**config.mk**
```make
export PLATFORM = sky130hd
export DESIGN_NAME = max_pool_2x2
export DESIGN_NICKNAME = d
export VERILOG_FILES = /design/src/rtl/max_pool_2x2.sv
export SDC_FILE = /design/constraint.sdc
export NUM_CORES = 1
export LEC_CHECK = 0
export BUFFER_PORTS_ARGS = -buffer_cell sky130_fd_sc_hd__buf_4
export CAP_MARGIN = 30
export CORE_MARGIN = 2
export CORE_UTILIZATION = 45
export CTS_CLUSTER_DIAMETER = 40
export DETAILED_ROUTE_END_ITERATION = 8
export PLACE_DENSITY = 0.63
export SLEW_MARGIN = 20
export SYNTH_ARGS = -nofsm -noshare
export SYNTH_HDL_FRONTEND = slang
export SYNTH_SLANG_ARGS = --single-unit
```
**constraint.sdc**
```tcl
create_clock -name clk -period 8.95 [get_ports clk]
set_input_delay 1.79 -clock clk [delete_from_list [all_inputs] [get_ports clk]]
set_output_delay 1.79 -clock clk [all_outputs]
set_load 0.03 [all_outputs]
```
**src/rtl/max_pool_2x2.sv**
```systemverilog
// 2x2 stride-2 FP32 max-pool over a raster pixel stream, floor pooling on odd
// dimensions, optional ReLU on the pooled value. No backpressure.
module max_pool_2x2 #(
   parameter int DATA_WIDTH = 32,
   parameter int IMG_WIDTH  = 56,
   parameter int IMG_HEIGHT = 56,
   parameter bit RELU_EN    = 1'b0
) (
   input  logic                  clk,
   input  logic                  resetn,
   input  logic                  data_valid_in,
   input  logic [DATA_WIDTH-1:0] data_in,
   output logic [DATA_WIDTH-1:0] data_out,
   output logic                  valid_out_pixel,
   output logic                  done
);

   localparam int BUF_DEPTH = IMG_WIDTH / 2;
   localparam int COL_W     = (IMG_WIDTH > 1)  ? $clog2(IMG_WIDTH)  : 1;
   localparam int ROW_W     = (IMG_HEIGHT > 1) ? $clog2(IMG_HEIGHT) : 1;
   localparam int BIDX_W    = (BUF_DEPTH > 1)  ? $clog2(BUF_DEPTH)  : 1;
   localparam logic [COL_W-1:0] COL_LAST = COL_W'(IMG_WIDTH - 1);
   localparam logic [ROW_W-1:0] ROW_LAST = ROW_W'(IMG_HEIGHT - 1);
   localparam bit ODD_W = (IMG_WIDTH % 2) == 1;
   localparam bit ODD_H = (IMG_HEIGHT % 2) == 1;
   localparam int SB    = DATA_WIDTH - 1;

   // Strict sign-magnitude "x > y"; +0 and -0 are equal, so ties keep the earlier operand.
   function automatic logic fp_gt(input logic [DATA_WIDTH-1:0] x, input logic [DATA_WIDTH-1:0] y);
      logic both_zero;
      both_zero = (x[SB-1:0] == '0) && (y[SB-1:0] == '0);
      if (both_zero)
         return 1'b0;
      else if (x[SB] != y[SB])
         return y[SB];
      else if (!x[SB])
         return x[SB-1:0] > y[SB-1:0];
      else
         return x[SB-1:0] < y[SB-1:0];
   endfunction

   function automatic logic [DATA_WIDTH-1:0] fp_max(input logic [DATA_WIDTH-1:0] a,
                                                    input logic [DATA_WIDTH-1:0] b);
      return fp_gt(b, a) ? b : a;
   endfunction

   logic [COL_W-1:0]      col_q, col_d;
   logic [ROW_W-1:0]      row_q, row_d;
   logic [DATA_WIDTH-1:0] hold_q, hold_d;
   logic [DATA_WIDTH-1:0] data_out_q, data_out_d;
   logic                  valid_q, valid_d;
   logic                  done_q, done_d;
   logic [DATA_WIDTH-1:0] lbuf_q [BUF_DEPTH];

   logic                  last_col, last_row, in_win, lbuf_we;
   logic [BIDX_W-1:0]     bidx;
   logic [DATA_WIDTH-1:0] lbuf_rd, pooled;

   assign last_col = (col_q == COL_LAST);
   assign last_row = (row_q == ROW_LAST);
   // Trailing odd column/row only advance the counters.
   assign in_win   = !(ODD_W && last_col) && !(ODD_H && last_row);
   assign bidx     = BIDX_W'(col_q >> 1);
   assign lbuf_rd  = lbuf_q[bidx];
   assign pooled   = fp_max(fp_max(lbuf_rd, hold_q), data_in);
   assign lbuf_we  = data_valid_in && in_win && col_q[0] && !row_q[0];

   always_comb begin
      col_d      = col_q;
      row_d      = row_q;
      hold_d     = hold_q;
      data_out_d = data_out_q;
      valid_d    = 1'b0;
      done_d     = 1'b0;
      if (data_valid_in) begin
         if (last_col) begin
            col_d = '0;
            row_d = last_row ? '0 : row_q + ROW_W'(1);
         end else begin
            col_d = col_q + COL_W'(1);
         end
         if (in_win) begin
            if (!col_q[0]) begin
               hold_d = data_in;
            end else if (row_q[0]) begin
               data_out_d = (RELU_EN && pooled[SB]) ? '0 : pooled;
               valid_d    = 1'b1;
            end
         end
         done_d = last_col && last_row;
      end
   end

   always_ff @(posedge clk or negedge resetn) begin
      if (!resetn) begin
         col_q      <= '0;
         row_q      <= '0;
         hold_q     <= '0;
         data_out_q <= '0;
         valid_q    <= 1'b0;
         done_q     <= 1'b0;
      end else begin
         col_q      <= col_d;
         row_q      <= row_d;
         hold_q     <= hold_d;
         data_out_q <= data_out_d;
         valid_q    <= valid_d;
         done_q     <= done_d;
      end
   end

   // Row-pair partial maxima; contents are always rewritten by an even row before use.
   always_ff @(posedge clk) begin
      if (lbuf_we)
         lbuf_q[bidx] <= fp_max(hold_q, data_in);
   end

   assign data_out        = data_out_q;
   assign valid_out_pixel = valid_q;
   assign done            = done_q;

endmodule

```
==> metrics.json <==
{
  "status": {
    "result_of_the_run": "completed"
  },
  "finish": {
    "nets": 2653,
    "layout_cell_share_with_drive_strength_beyond_1_pct": 24.5,
    "antenna-diode-count": 0,
    "multiInputGateArea_um2": 11500,
    "most-common-layout-cells": "sky130_fd_sc_hd__edfxtp_1 (896), sky130_fd_sc_hd__mux4_2 (178), sky130_fd_sc_hd__buf_4 (147)",
    "mostFrequentLayoutCell": "sky130_fd_sc_hd__edfxtp_1",
    "layout.area.seq_um2": 28900,
    "area_growth_syn_to_layout_pct": 15.9,
    "fillers": 7102
  },
  "drt": {
    "ant_nets": 0,
    "initialDrtViolationCount": 2635,
    "vias": 23700,
    "post_drt_via_cell_ratio": 6.23,
    "detail_route.wirelength_mm": 114,
    "drc_violations": 0,
    "routed_wire_length_per_instance_um": 30.1,
    "detail_route.first_pass.iterations": 5
  },
  "synthesis": {
    "post_synth_arst_share_pct": 8.01,
    "synth_flop_cell": "sky130_fd_sc_hd__edfxtp_1",
    "flop_and_latch_count_out_of_synthesis": 974,
    "ys_seq_area_share_pct": 70.2,
    "mappedNetlistNets": 2500,
    "post_synth_inst_count": 2372,
    "synth_edf_count": 896,
    "mappedNetlistArea_um2": 41100,
    "syn_area_per_cell_um2": 17.3,
    "synth-warning-count": 0,
    "synth.lib_cells_used.distinct": 71
  },
  "clocking": {
    "post-cts-setup-buffer-count": 0,
    "hold_buffers": 0,
    "cts_tree": "yes",
    "cts.reportedPaths.clkPinSlew_ns": 0.06,
    "clock_sink_count": 974,
    "ctsLongestPathBuffers": 3,
    "cts_made_buffers": 116,
    "cts_max_level": 3,
    "clock-root-buffer": "sky130_fd_sc_hd__clkbuf_16",
    "worst_skew_pair.late_latency_ns": 0.71,
    "cts.repair.resized": 0
  },
  "timing": {
    "post-route-period-util_pct": 93.0,
    "timing.clock.skew_ns": 0.0446,
    "worst_slew_pin_slew_ns": 0.996,
    "hold_violations": 0,
    "final_period_minus_worst_setup_slack_ns": 8.32,
    "fin_tns_setup_ns": 0,
    "timing.slew.headroom_pct": 33.3,
    "rsz0062_at_grt": "false",
    "finalHoldWorstSlack_ns": 0.516,
    "final_setup_viols": 0,
    "achievable-frequency_mhz": 120,
    "maxSlewViolCount": 0,
    "fin_ws_ns": 0.625
  },
  "global_route": {
    "largest_net_degree_at_the_start_of_global_routing": 65,
    "first_global_vias": 23600,
    "use_met1_pct": 34.3,
    "globalRouteTotalUtil_pct": 24.4,
    "use_met2_pct": 39.3,
    "grtUsageMet3_pct": 3.78,
    "number_of_antenna_violations_at_the_first_check_in_global_routing": 1,
    "gr-total-overflow": 0,
    "globalRoute.busiestLayer": "met2",
    "grt_pass1_wl_mm": 166
  },
  "power_and_ir_drop": {
    "clock_power_share_pct": 29.7,
    "switching_pwr_mw": 5.92,
    "sw_frac_of_total_pct": 35.7,
    "internal_power_mw": 10.7,
    "share_seq_of_total_power_pct": 34.7,
    "p_leak_nw": 16.4,
    "worst_ir_drop_vdd_mv": 0.184,
    "power-per-cell-area_nw_per_um2": 348,
    "pwr-share-comb_pct": 35.6
  },
  "setup_path": {
    "kind_of_start_point_of_the_critical_path": "flop",
    "worst-endpoint-arrival_ns": 8.95,
    "crit_path_max_incr_delay_ns": 0.86,
    "critical_path.max_fanout": 29,
    "timing_worst_setup_path_type": "reg -> reg",
    "critical_path_required_ns": 9.57,
    "timing.critical_path.to_type": "flop",
    "worst_path_max_delay_cell": "sky130_fd_sc_hd__dfrtp_4"
  },
  "placement": {
    "port_buffers": 68,
    "dp_hpwl_mm": 71.9,
    "pre_cts_slack_ns": 0.520,
    "place_congestion": 0.946
  },
  "die": {
    "die-height_um": 306,
    "core_area_um2": 90300,
    "floorplan.initialDensity_pct": 45.5,
    "rows": 110,
    "fp.dieArea_um2": 93700,
    "top_level_ports": 69,
    "fp.dieW_um": 306
  },
  "hold_path": {
    "worst_hold_path_type": "reg -> reg"
  },
  "flow_run": {
    "timing.max_cap.violations": 0
  }
}
==> sequential cells by signal, indices dropped and copies added (netlist names) <==
| signal | cells |
|---|---|
| valid_out_pixel | 1 |
| lbuf_q | 896 |
| col_q | 6 |
| hold_q | 32 |
| done | 1 |
| row_q | 6 |
| data_out | 32 |
==> layer usage <==
| layer | wire, µm | vias to the layer above | share of wire, % |
|---|---|---|---|
| met4 | 3890 | 0 | 3.4 |
| met3 | 8950 | 201 | 7.8 |
| met1 | 47400 | 12500 | 41 |
| li1 | - | 9876 | - |
| met5 | 0 | - | 0 |
| met2 | 54100 | 1112 | 47 |
==> synthesized netlist by cell type, types with 8 or more instances <==
cell type / count / area share [%]
sky130_fd_sc_hd__edfxtp_1: 896 / 65
sky130_fd_sc_hd__mux4_2: 178 / 9.8
sky130_fd_sc_hd__nand2_1: 128 / 1.2
sky130_fd_sc_hd__mux2i_1: 115 / 2.8
sky130_fd_sc_hd__nor2_1: 98 / 0.90
sky130_fd_sc_hd__ha_1: 93 / 2.8
sky130_fd_sc_hd__a21oi_1: 85 / 1.0
sky130_fd_sc_hd__o21ai_0: 85 / 1.0
sky130_fd_sc_hd__dfrtp_1: 78 / 4.8
sky130_fd_sc_hd__inv_1: 61 / 0.56
sky130_fd_sc_hd__clkbuf_1: 51 / 0.47
sky130_fd_sc_hd__mux2_2: 44 / 1.2
sky130_fd_sc_hd__a22oi_1: 42 / 0.77
sky130_fd_sc_hd__nand4_1: 38 / 0.58
sky130_fd_sc_hd__a31oi_1: 37 / 0.56
sky130_fd_sc_hd__o21bai_1: 29 / 0.53
sky130_fd_sc_hd__nand3_1: 28 / 0.34
sky130_fd_sc_hd__a21o_1: 25 / 0.46
sky130_fd_sc_hd__buf_4: 25 / 0.46
sky130_fd_sc_hd__buf_2: 23 / 0.28
sky130_fd_sc_hd__nor4_1: 20 / 0.30
sky130_fd_sc_hd__buf_6: 18 / 0.49
sky130_fd_sc_hd__nor3_1: 17 / 0.21
sky130_fd_sc_hd__a221oi_1: 15 / 0.32
sky130_fd_sc_hd__o21a_1: 14 / 0.26
sky130_fd_sc_hd__and3_1: 13 / 0.20
sky130_fd_sc_hd__nor2b_1: 11 / 0.17
sky130_fd_sc_hd__buf_1: 8 / 0.073
sky130_fd_sc_hd__o211ai_1: 8 / 0.15
==> power groups by stage <==
| stage | combinational, mW | sequential, mW | clock, mW |
|---|---|---|---|
| floorplan | 3.97 | 5.67 | 0 |
| global placement | 5.69 | 5.84 | 0 |
| detailed placement | 5.81 | 5.85 | 0 |
| CTS | 5.84 | 5.76 | 4.98 |
| global route | 6.32 | 5.76 | 5.17 |
| finish | 5.91 | 5.75 | 4.92 |
==> final cells by class <==
| type | count | share of cell area [%] |
|---|---|---|
| flip-flops and latches | 974 | 60.7 |
| multi-input cells | 1211 | 24.2 |
| clock buffers | 130 | 6.25 |
| well taps | 1176 | 3.09 |
| repair buffers | 160 | 2.86 |
| clock inverters | 92 | 2.39 |
| inverters | 62 | 0.489 |
==> logic make-up after synthesis <==
family / synth area share [%]
AOI/OAI and AO/OA: 6.08
xor gates and xnor gates: 0.189
adders and majority gates: 2.83
DFF: 70.2
and+or+nand+nor: 4.54
muxes: 13.8
buffers and inverters: 2.34
==> through the flow <==
| stage | total power [mW] | util [%] | instance area [µm²] | cells |
|---|---|---|---|---|
| final | 16.6 | 52.7 | 47600 | 3805 |
| after global routing | 17.3 | 52.7 | 47600 | 3805 |
| after CTS | 16.6 | 52.7 | 47500 | 3803 |
| after detailed placement | 11.7 | 48.1 | 43400 | 3581 |
| after global placement | 11.5 | 48.1 | 43400 | 3579 |
| after floorplan | 9.65 | - | 41100 | 2372 |
==> path summary, 6_finish.rpt <==
check / from / end / slack, ns / cells after the start
max reg2reg: col_q[2]$_DFFE_PN0P_ / data_out[22]$_DFFE_PN0P_ / 0.63 / 29
min reg2reg: row_q[2]$_DFFE_PN0P_ / row_q[2]$_DFFE_PN0P_ / 0.52 / 1
min: row_q[2]$_DFFE_PN0P_ / row_q[2]$_DFFE_PN0P_ / 0.52 / 1
min in group asynchronous: resetn / done$_DFF_PN0_ / 1.03 / 1
max in group asynchronous: resetn / col_q[4]$_DFFE_PN0P_ / 6.78 / 2
max: col_q[2]$_DFFE_PN0P_ / data_out[22]$_DFFE_PN0P_ / 0.63 / 29
==> worst max-delay path, delay by kind of cell (launching register included) <==
family / cells / cell delay [ns]
AO/OA/AOI/OAI: 17 / 3.51
adder cells (fa/ha/maj): 2 / 0.68
buffers and inverters: 3 / 0.80
flip-flops: 1 / 0.86
multiplexers: 1 / 0.54
AND/OR/NAND/NOR: 6 / 1.75
No activity file was read; power rests on OpenSTA's default activity.
